**src/rtl/c_dly_pkg.sv**
```systemverilog
// Shared constants and types for the 64-tap fine delay control loop.
package c_dly_pkg;
  localparam int TAPS   = 64;
  localparam int CODE_W = 7;
  localparam logic [CODE_W-1:0] CODE_MAX = 7'd64;

  // Signed accumulator spans +/-15 (max threshold), settle counter 1..255, reversals 1..15.
  localparam int ACC_W  = 5;
  localparam int SCNT_W = 8;
  localparam int REV_W  = 4;

  typedef enum logic [1:0] {
    ST_IDLE   = 2'd0,
    ST_SETTLE = 2'd1,
    ST_ACC    = 2'd2
  } st_e;

  typedef enum logic [1:0] {
    DIR_NONE = 2'd0,
    DIR_UP   = 2'd1,
    DIR_DN   = 2'd2
  } dir_e;

  function automatic logic [CODE_W-1:0] clamp_code(input logic [CODE_W-1:0] c);
    return (c > CODE_MAX) ? CODE_MAX : c;
  endfunction
endpackage

```
**src/rtl/c_therm_enc64.sv**
```systemverilog
// Combinational code-to-thermometer encoder; codes above 64 saturate to all ones.
module c_therm_enc64
  import c_dly_pkg::*;
(
  input  logic [CODE_W-1:0] code_i,
  output logic [TAPS-1:0]   sel_o
);
  for (genvar i = 0; i < TAPS; i++) begin : g_tap
    assign sel_o[i] = (code_i > CODE_W'(i));
  end
endmodule

```
**src/rtl/c_dly_fine_ctrl.sv**
```systemverilog
// Bang-bang vote filter driving the fine delay code, with settle, saturation and lock tracking.
module c_dly_fine_ctrl
  import c_dly_pkg::*;
#(
  parameter int P_INIT     = 32,
  parameter int P_ACC_TH   = 4,
  parameter int P_SETTLE   = 8,
  parameter int P_LOCK_CNT = 4
) (
  input  logic              i_clk,
  input  logic              i_rstn,
  input  logic              i_en,
  input  logic              i_frz,
  input  logic              i_ld,
  input  logic [CODE_W-1:0] i_ld_code,
  input  logic              i_pd_vld,
  input  logic              i_pd_up,
  input  logic              i_pd_dn,
  output logic [TAPS-1:0]   o_sel,
  output logic [CODE_W-1:0] o_code,
  output logic              o_lock,
  output logic              o_sat_hi,
  output logic              o_sat_lo
);
  localparam logic [CODE_W-1:0]        INIT_C = CODE_W'(P_INIT);
  localparam logic signed [ACC_W-1:0]  ACC_TH = ACC_W'(P_ACC_TH);
  localparam logic signed [ACC_W-1:0]  ACC_ONE = ACC_W'(1);
  localparam logic [SCNT_W-1:0]        SETTLE_N = SCNT_W'(P_SETTLE);
  localparam logic [REV_W-1:0]         LOCK_N = REV_W'(P_LOCK_CNT);

  st_e                      st_q, st_d;
  dir_e                     dir_q, dir_d;
  logic [CODE_W-1:0]        code_q, code_d, enc_code;
  logic signed [ACC_W-1:0]  acc_q, acc_d, acc_nx;
  logic [SCNT_W-1:0]        scnt_q, scnt_d;
  logic [REV_W-1:0]         rev_q, rev_d;
  logic                     lock_q, lock_d;
  logic [TAPS-1:0]          sel_q, sel_d;
  logic                     hi_q, lo_q;

  logic settle_last, vote_ok, up_v, dn_v, step_up, step_dn, blocked;

  // The last settle cycle already counts votes, so the first accepted vote
  // lands exactly P_SETTLE edges after the code change.
  assign settle_last = (st_q == ST_SETTLE) && (scnt_q == SCNT_W'(1));
  assign vote_ok     = ((st_q == ST_ACC) || settle_last) && i_pd_vld && !i_frz;
  assign up_v        = vote_ok && i_pd_up && !i_pd_dn;
  assign dn_v        = vote_ok && i_pd_dn && !i_pd_up;
  assign acc_nx      = up_v ? acc_q + ACC_ONE : (dn_v ? acc_q - ACC_ONE : acc_q);
  assign step_up     = up_v && (acc_nx == ACC_TH);
  assign step_dn     = dn_v && (acc_nx == -ACC_TH);
  assign blocked     = step_up ? (code_q == CODE_MAX) : (code_q == '0);

  always_comb begin
    st_d   = st_q;
    dir_d  = dir_q;
    code_d = code_q;
    acc_d  = acc_q;
    scnt_d = scnt_q;
    rev_d  = rev_q;
    lock_d = lock_q;
    if (i_ld) begin
      code_d = clamp_code(i_ld_code);
      acc_d  = '0;
      rev_d  = '0;
      lock_d = 1'b0;
      st_d   = i_en ? ST_SETTLE : ST_IDLE;
      scnt_d = SETTLE_N;
    end else if (!i_en) begin
      st_d   = ST_IDLE;
      acc_d  = '0;
      rev_d  = '0;
      lock_d = 1'b0;
    end else if (st_q == ST_IDLE) begin
      st_d   = ST_SETTLE;
      scnt_d = SETTLE_N;
    end else begin
      if (st_q == ST_SETTLE) begin
        scnt_d = scnt_q - SCNT_W'(1);
        if (settle_last) st_d = ST_ACC;
      end
      if (step_up || step_dn) begin
        acc_d = '0;
        dir_d = step_up ? DIR_UP : DIR_DN;
        if (blocked) begin
          rev_d  = '0;
          lock_d = 1'b0;
        end else begin
          code_d = step_up ? code_q + CODE_W'(1) : code_q - CODE_W'(1);
          st_d   = ST_SETTLE;
          scnt_d = SETTLE_N;
          if (dir_q != DIR_NONE && dir_q != dir_d) begin
            if (rev_q != LOCK_N) rev_d = rev_q + REV_W'(1);
            if (rev_d == LOCK_N) lock_d = 1'b1;
          end else begin
            rev_d  = '0;
            lock_d = 1'b0;
          end
        end
      end else begin
        acc_d = acc_nx;
      end
    end
  end

  // One encoder serves both reset and run so o_sel always tracks its code.
  assign enc_code = i_rstn ? code_d : INIT_C;

  c_therm_enc64 u_enc (
    .code_i (enc_code),
    .sel_o  (sel_d)
  );

  always_ff @(posedge i_clk) begin
    if (!i_rstn) begin
      st_q   <= ST_IDLE;
      dir_q  <= DIR_NONE;
      code_q <= INIT_C;
      acc_q  <= '0;
      scnt_q <= '0;
      rev_q  <= '0;
      lock_q <= 1'b0;
      sel_q  <= sel_d;
      hi_q   <= (INIT_C == CODE_MAX);
      lo_q   <= (INIT_C == '0);
    end else begin
      st_q   <= st_d;
      dir_q  <= dir_d;
      code_q <= code_d;
      acc_q  <= acc_d;
      scnt_q <= scnt_d;
      rev_q  <= rev_d;
      lock_q <= lock_d;
      sel_q  <= sel_d;
      hi_q   <= (code_d == CODE_MAX);
      lo_q   <= (code_d == '0);
    end
  end

  assign o_sel    = sel_q;
  assign o_code   = code_q;
  assign o_lock   = lock_q;
  assign o_sat_hi = hi_q;
  assign o_sat_lo = lo_q;
endmodule

```
**config.mk**
```make
export PLATFORM = sky130hd
export DESIGN_NAME = c_dly_fine_ctrl
export DESIGN_NICKNAME = d
export VERILOG_FILES = /design/src/rtl/c_dly_pkg.sv /design/src/rtl/c_therm_enc64.sv /design/src/rtl/c_dly_fine_ctrl.sv
export SDC_FILE = /design/constraint.sdc
export NUM_CORES = 1
export LEC_CHECK = 0
export CAP_MARGIN = 30
export CORE_ASPECT_RATIO = 1.75
export CORE_UTILIZATION = 40
export CTS_BUF_LIST = sky130_fd_sc_hd__clkbuf_4
export CTS_CLUSTER_SIZE = 20
export DETAILED_ROUTE_END_ITERATION = 6
export PLACE_DENSITY = 0.68
export SYNTH_ARGS = -nofsm -noshare
export SYNTH_HDL_FRONTEND = slang
export SYNTH_SLANG_ARGS = --single-unit
```
**constraint.sdc**
```tcl
create_clock -name i_clk -period 4.45 [get_ports i_clk]
set_input_delay 0.6675 -clock i_clk [delete_from_list [all_inputs] [get_ports i_clk]]
set_output_delay 0.6675 -clock i_clk [all_outputs]
set_load 0.02 [all_outputs]
```
==> qor.yml, run 1 <==
dp_slack_ns: -0.4349
synth_warnings: 0
rsz0062_at_grt: "yes"
syn_area_um2: 4235
antenna_found_initial: 0
tightest_slew_ns: 0.8427
avgSynthCellArea_um2: 8.879
ys.flop_type: "dfxtp_1"
cts_tree: "built"
cts_buffers: 9
die_area_um2: 11020
final_cell_mix: "dfxtp_1, clkdlybuf4s50_1, buf_4"
grt_pass1_wl_um: 18640
slew_headroom: 0.4356
drive_gt1_frac: 0.1907
ys_seq_area_frac: 0.4490
drcViolationCount: 0
ir_worst_vdd_v: 0.0001723
antennaDiodeCount: 0
synth_nets: 504
die_height_um: 138.1
grt_pass1_vias: 3847
num_rows: 49
fillCellCount: 937
drv_slew: 0
drt_iter0_markers: 222
final_util: 0.5672
period_minus_slack_ns: 4.224
period_share: 0.9492
cts_root_buffer: "clkbuf_4"
h-tree-depth: 3
worst_slack_ns: 0.2259
syn_inst: 477
p_leak_nw: 2.260
finalNetCount: 646
hold_violations: 0
clkLatencyLatePin_ns: 0.47
dr.pass1.iters: 4
status: "finished clean"
portBuffers: 88
route.vias.total: 3974
vias_per_cell: 5.292
cp-start-kind: "input pin"
grt_max_degree: 18
place.gp.congestion: 0.9381
finClkSkew_ns: 0.03929
grt-ovfl-total: 0
initial_core_util: 0.4112
tns_ns: 0
path_clk_slew_ns: 0.18
cts-hold-fix-buffers: 0
cap_violations: 0
crit_type: "input pin to flop"
synth_edf_count: 0
cp.arrival_ns: 4.60
routedWlPerCell_um: 15.74
ys_types: 79
layout_commonest_cell: "dfxtp_1"
cts_sinks: 95
ioPinCount: 89
grt.total_usage: 0.2205
area_growth_pct: 37.93
hold_class: "flop to flop"
end_kind: "flop"
clock.fmax_mhz: 236.7
worstPathRequired_ns: 4.83
wl_um: 11820
dp_hpwl_um: 9279
yosys_register_bits: 95
finalSetupViolCount: 0
clockBufferDepth: 2
critPathMaxFanout: 8
coreArea_um2: 10300
synth-async-reset-ratio: 0
power.density_nw_per_um2: 306.6
die_w_um: 79.79
antenna_left: 0
-- synth_stat cells (all sizes together) (3+ instances only) --
library cell | count | area share
buf | 10 | 0.018
xnor2 | 6 | 0.012
and2 | 7 | 0.010
o31ai | 7 | 0.014
ha | 11 | 0.032
or3 | 5 | 0.0097
dfxtp | 95 | 0.45
nor2b | 10 | 0.015
nand3 | 11 | 0.013
nor2 | 33 | 0.030
a21oi | 32 | 0.040
nand3b | 7 | 0.012
a21o | 3 | 0.0053
or2 | 9 | 0.014
nor4 | 3 | 0.0095
a211oi | 4 | 0.011
nor3b | 3 | 0.0077
a31oi | 5 | 0.0074
nor3 | 21 | 0.031
o21ai | 56 | 0.067
nand2b | 8 | 0.012
a311oi | 3 | 0.010
inv | 27 | 0.024
clkbuf | 8 | 0.0074
nand2 | 54 | 0.048
and3 | 5 | 0.0086
-- power breakdown --
| group | total [mW] | internal, mW | switching [mW] |
|---|---|---|---|
| Combinational | 0.370 | 0.172 | 0.198 |
| Clock | 0.497 | 0.179 | 0.319 |
| Sequential | 0.924 | 0.903 | 0.0211 |
| Total | 1.79 | 1.25 | 0.538 |
-- metal layers --
| metal | track usage | routed length (um) |
|---|---|---|
| met4 | 0.1175 | 496 |
| met1 | 0.2148 | 4301 |
| met3 | 0.03696 | 351 |
| met2 | 0.4220 | 6669 |
| met5 | 0 | 0 |
-- stage by stage --
| step | instance area (um2) | total power [mW] | instances | hold slack, ns |
|---|---|---|---|---|
| floorplan | 4235 | 1.121 | 477 | 0.4366 |
| global placement | 5622 | 1.302 | 733 | 0.4528 |
| detailed placement | 5622 | 1.306 | 733 | 0.4630 |
| CTS | 5768 | 1.797 | 749 | 0.4861 |
| global route | 5842 | 1.865 | 751 | 0.5003 |
| finish | 5842 | 1.791 | 751 | 0.4886 |
-- final timing paths --
| path | cells past startpoint | slack [ns] | startpoint | to |
|---|---|---|---|---|
| worst min-delay path | 2 | 0.49 | scnt_q[7] | scnt_q[7] |
| worst max register to register | 17 | 0.24 | acc_q[1] | o_sel[49] |
| worst max-delay path | 17 | 0.23 | i_pd_up | o_sel[49] |
| worst min register to register | 2 | 0.49 | scnt_q[7] | scnt_q[7] |
-- flip-flops by register name (all words and copies together), names as in the netlist, 2 cells and up --
name / flops
scnt_q: 8
rev_q: 4
dir_q: 2
st_q: 2
o_sel: 64
acc_q: 5
o_code: 7
-- cells by family after synthesis --
| kind of cell | synth area share |
|---|---|
| mux | 0.002363 |
| flops | 0.4490 |
| xor+xnor | 0.01241 |
| simple gates | 0.2405 |
| compound gates | 0.2089 |
| fa+ha+maj | 0.03722 |
| buf+inv | 0.04963 |
-- critical path: stages --
cell and delay, ns:
clkdlybuf4s50_1 0.45, nand2b_2 0.20, or2_4 0.25, a2111o_1 0.41, nor3_4 0.13, inv_1 0.11, ha_1 0.30, nor2b_2 0.16
o31a_1 0.28, a2111oi_2 0.34, buf_4 0.18, nand4_1 0.10, a22oi_2 0.20, o21ai_2 0.10, or3_4 0.37, and2_1 0.23
o21ai_0 0.11
-- area by class of cell --
type | instances | area (um2) | share of cell area
multi-input combinational | 337 | 2173 | 0.3720
clock inverter | 7 | 78.83 | 0.01349
timing repair buffer | 149 | 1358 | 0.2324
inverter | 27 | 101.3 | 0.01735
clock buffer | 9 | 67.56 | 0.01157
tap | 127 | 158.9 | 0.02720
sequential | 95 | 1904 | 0.3260
-- repair_timing --
item | CTS | global route
endpoints found under the setup margin | 0 | 64
hold endpoints to repair | 0 | 0
buffers inserted | 0 | 2
resized for setup | 0 | 16
No activity file was read; power rests on OpenSTA's default activity.
==> inputs of run 2 (changes only) <==
--- a/config.mk
+++ b/config.mk
@@ -12,6 +12,7 @@
 export CTS_CLUSTER_SIZE = 20
 export DETAILED_ROUTE_END_ITERATION = 6
 export PLACE_DENSITY = 0.68
+export SKIP_LAST_GASP = 1
 export SYNTH_ARGS = -nofsm -noshare
 export SYNTH_HDL_FRONTEND = slang
 export SYNTH_SLANG_ARGS = --single-unit
==> qor.yml, run 2 (synthesized netlist as in run 1, its figures left out) <==
initial_core_util: 0.4112  # unchanged
clkLatencyLatePin_ns: 0.47  # about the same
antenna_left: 0  # unchanged
clockBufferDepth: 2  # unchanged
dp_hpwl_um: 9279  # unchanged
cap_violations: 0  # unchanged
hold_violations: 0  # unchanged
die_height_um: 138.1  # unchanged
period_share: 0.9513  # was 0.9492
final_cell_mix: "dfxtp_1, clkdlybuf4s50_1, buf_4"  # unchanged
die_area_um2: 11020  # unchanged
place.gp.congestion: 0.9381  # unchanged
die_w_um: 79.79  # unchanged
cts_tree: "built"  # unchanged
worstPathRequired_ns: 4.83  # about the same
antenna_found_initial: 0  # unchanged
cts-hold-fix-buffers: 0  # unchanged
cts_root_buffer: "clkbuf_4"  # unchanged
slew_headroom: 0.4333  # was 0.4356
final_util: 0.5664  # was 0.5672
grt-ovfl-total: 0  # unchanged
power.density_nw_per_um2: 306.8  # was 306.6 nW/um2
tightest_slew_ns: 0.8423  # was 0.8427 ns
ir_worst_vdd_v: 0.0001720  # was 0.0001723 V
grt_max_degree: 18  # unchanged
cp-start-kind: "input pin"  # unchanged
startpoint: "i_pd_up"  # unchanged
routedWlPerCell_um: 15.74  # about the same
status: "finished clean"  # unchanged
dr.pass1.iters: 4  # unchanged
finClkSkew_ns: 0.03539  # was 0.03929 ns
grt.total_usage: 0.2205  # unchanged
antennaDiodeCount: 0  # unchanged
clock.fmax_mhz: 236.2  # was 236.7 MHz
cts_buffers: 9  # unchanged
drive_gt1_frac: 0.1907  # unchanged
layout_commonest_cell: "dfxtp_1"  # unchanged
path_clk_slew_ns: 0.18  # about the same
num_rows: 49  # unchanged
ioPinCount: 89  # unchanged
grt_pass1_wl_um: 18640  # unchanged
period_minus_slack_ns: 4.233  # was 4.224 ns
vias_per_cell: 5.253  # was 5.292
crit_type: "input pin to flop"  # unchanged
area_growth_pct: 37.75  # was 37.93%
largest_reg_flops: 64  # unchanged
drcViolationCount: 0  # unchanged
finalNetCount: 646  # unchanged
r2r_start: "acc_q[0]"  # was acc_q[1]
holdCritStartpoint: "scnt_q[7]"  # unchanged
rsz0062_at_grt: "yes"  # unchanged
cp.arrival_ns: 4.61  # was 4.60 ns
coreArea_um2: 10300  # unchanged
placed_area_um2: 5622  # unchanged
finalSetupViolCount: 0  # unchanged
portBuffers: 88  # unchanged
h-tree-depth: 3  # unchanged
drv_slew: 0  # unchanged
p_leak_nw: 2.253  # was 2.260 nW
route.vias.total: 3945  # was 3974
wl_um: 11820  # about the same
end_kind: "flop"  # unchanged
grt_pass1_vias: 3847  # unchanged
critPathMaxFanout: 8  # unchanged
drt_iter0_markers: 237  # was 222
cts_sinks: 95  # unchanged
design_area_um2: 5834  # was 5842 um2
hold_class: "flop to flop"  # unchanged
==> run 2: changes by cell type in the layout (fill, tap and decap cells not counted) <==
cell and delta:
a21boi_2 +1, a21boi_4 -1
==> run 2: what timing repair did <==
action,CTS,global route
setup buffers,0,2
endpoints found under the hold margin,0,0
resized for setup,0,15
setup endpoints to repair,0,64
==> run 2: power breakdown <==
group,total [mW],switching (mW),internal [mW]
Sequential,0.924,0.0212,0.903
Clock,0.497,0.318,0.179
Combinational,0.369,0.198,0.171
Total,1.79,0.537,1.25
==> run 2: metal layers <==
metal | share of wire | vias to the layer above | global-route usage
met5 | 0 | - | 0
met4 | 0.040 | 0 | 0.1175
met3 | 0.031 | 33 | 0.03696
met2 | 0.56 | 103 | 0.4220
met1 | 0.37 | 1849 | 0.2148
li1 | - | 1960 | -
==> run 2: critical path, cell delays in order <==
cell	delay, ns
clkdlybuf4s50_1	0.45
nand2b_2	0.20
or2_4	0.25
a2111o_1	0.41
nor3_4	0.13
inv_1	0.11
ha_1	0.30
nor2b_2	0.16
o31a_1	0.28
a2111oi_2	0.34
buf_4	0.18
nand4_1	0.10
a22oi_2	0.20
o21ai_2	0.10
or3_4	0.37
and2_1	0.23
o21ai_0	0.11
==> run 2: cell type report <==
| type | instances | area (um2) |
|---|---|---|
| Inverter | 27 | 101.3 |
| Fill cell | 940 | 4466 |
| Clock inverter | 7 | 78.83 |
| Tap cell | 127 | 158.9 |
| Multi-Input combinational cell | 337 | 2166 |
| Clock buffer | 9 | 67.56 |
| Sequential cell | 95 | 1904 |
| Timing Repair Buffer | 149 | 1358 |
==> run 2: worst paths after layout <==
| kind | cells past startpoint | endpoint | slack, ns |
|---|---|---|---|
| max | 17 | o_sel[49] | 0.22 |
| min | 2 | scnt_q[7] | 0.49 |
| max reg2reg | 17 | o_sel[49] | 0.23 |
| min reg2reg | 2 | scnt_q[7] | 0.49 |
==> run 2: per-stage QoR <==
step	setup WS (ns)	total power, mW	setup TNS (ns)	hold WS (ns)	cells
2_1_floorplan	0.08060	1.121	0	0.4366	477
3_5_place_dp	-0.4349	1.306	-22.93	0.4630	733
5_1_grt	-0.01070	1.864	-0.02739	0.5003	751
4_1_cts	0.04723	1.797	0	0.4861	749
3_3_place_gp	-0.3525	1.302	-19.36	0.4528	733
6_report	0.2166	1.790	0	0.4884	751
==> inputs of run 3 (changes only) <==
--- a/config.mk
+++ b/config.mk
@@ -5,7 +5,7 @@
 export SDC_FILE = /design/constraint.sdc
 export NUM_CORES = 1
 export LEC_CHECK = 0
-export CAP_MARGIN = 30
+export CAP_MARGIN = 20
 export CORE_ASPECT_RATIO = 1.75
 export CORE_UTILIZATION = 40
 export CTS_BUF_LIST = sky130_fd_sc_hd__clkbuf_4
==> results of run 3 <==
No change in the layout: final DEF, timing and power equal those of run 2.
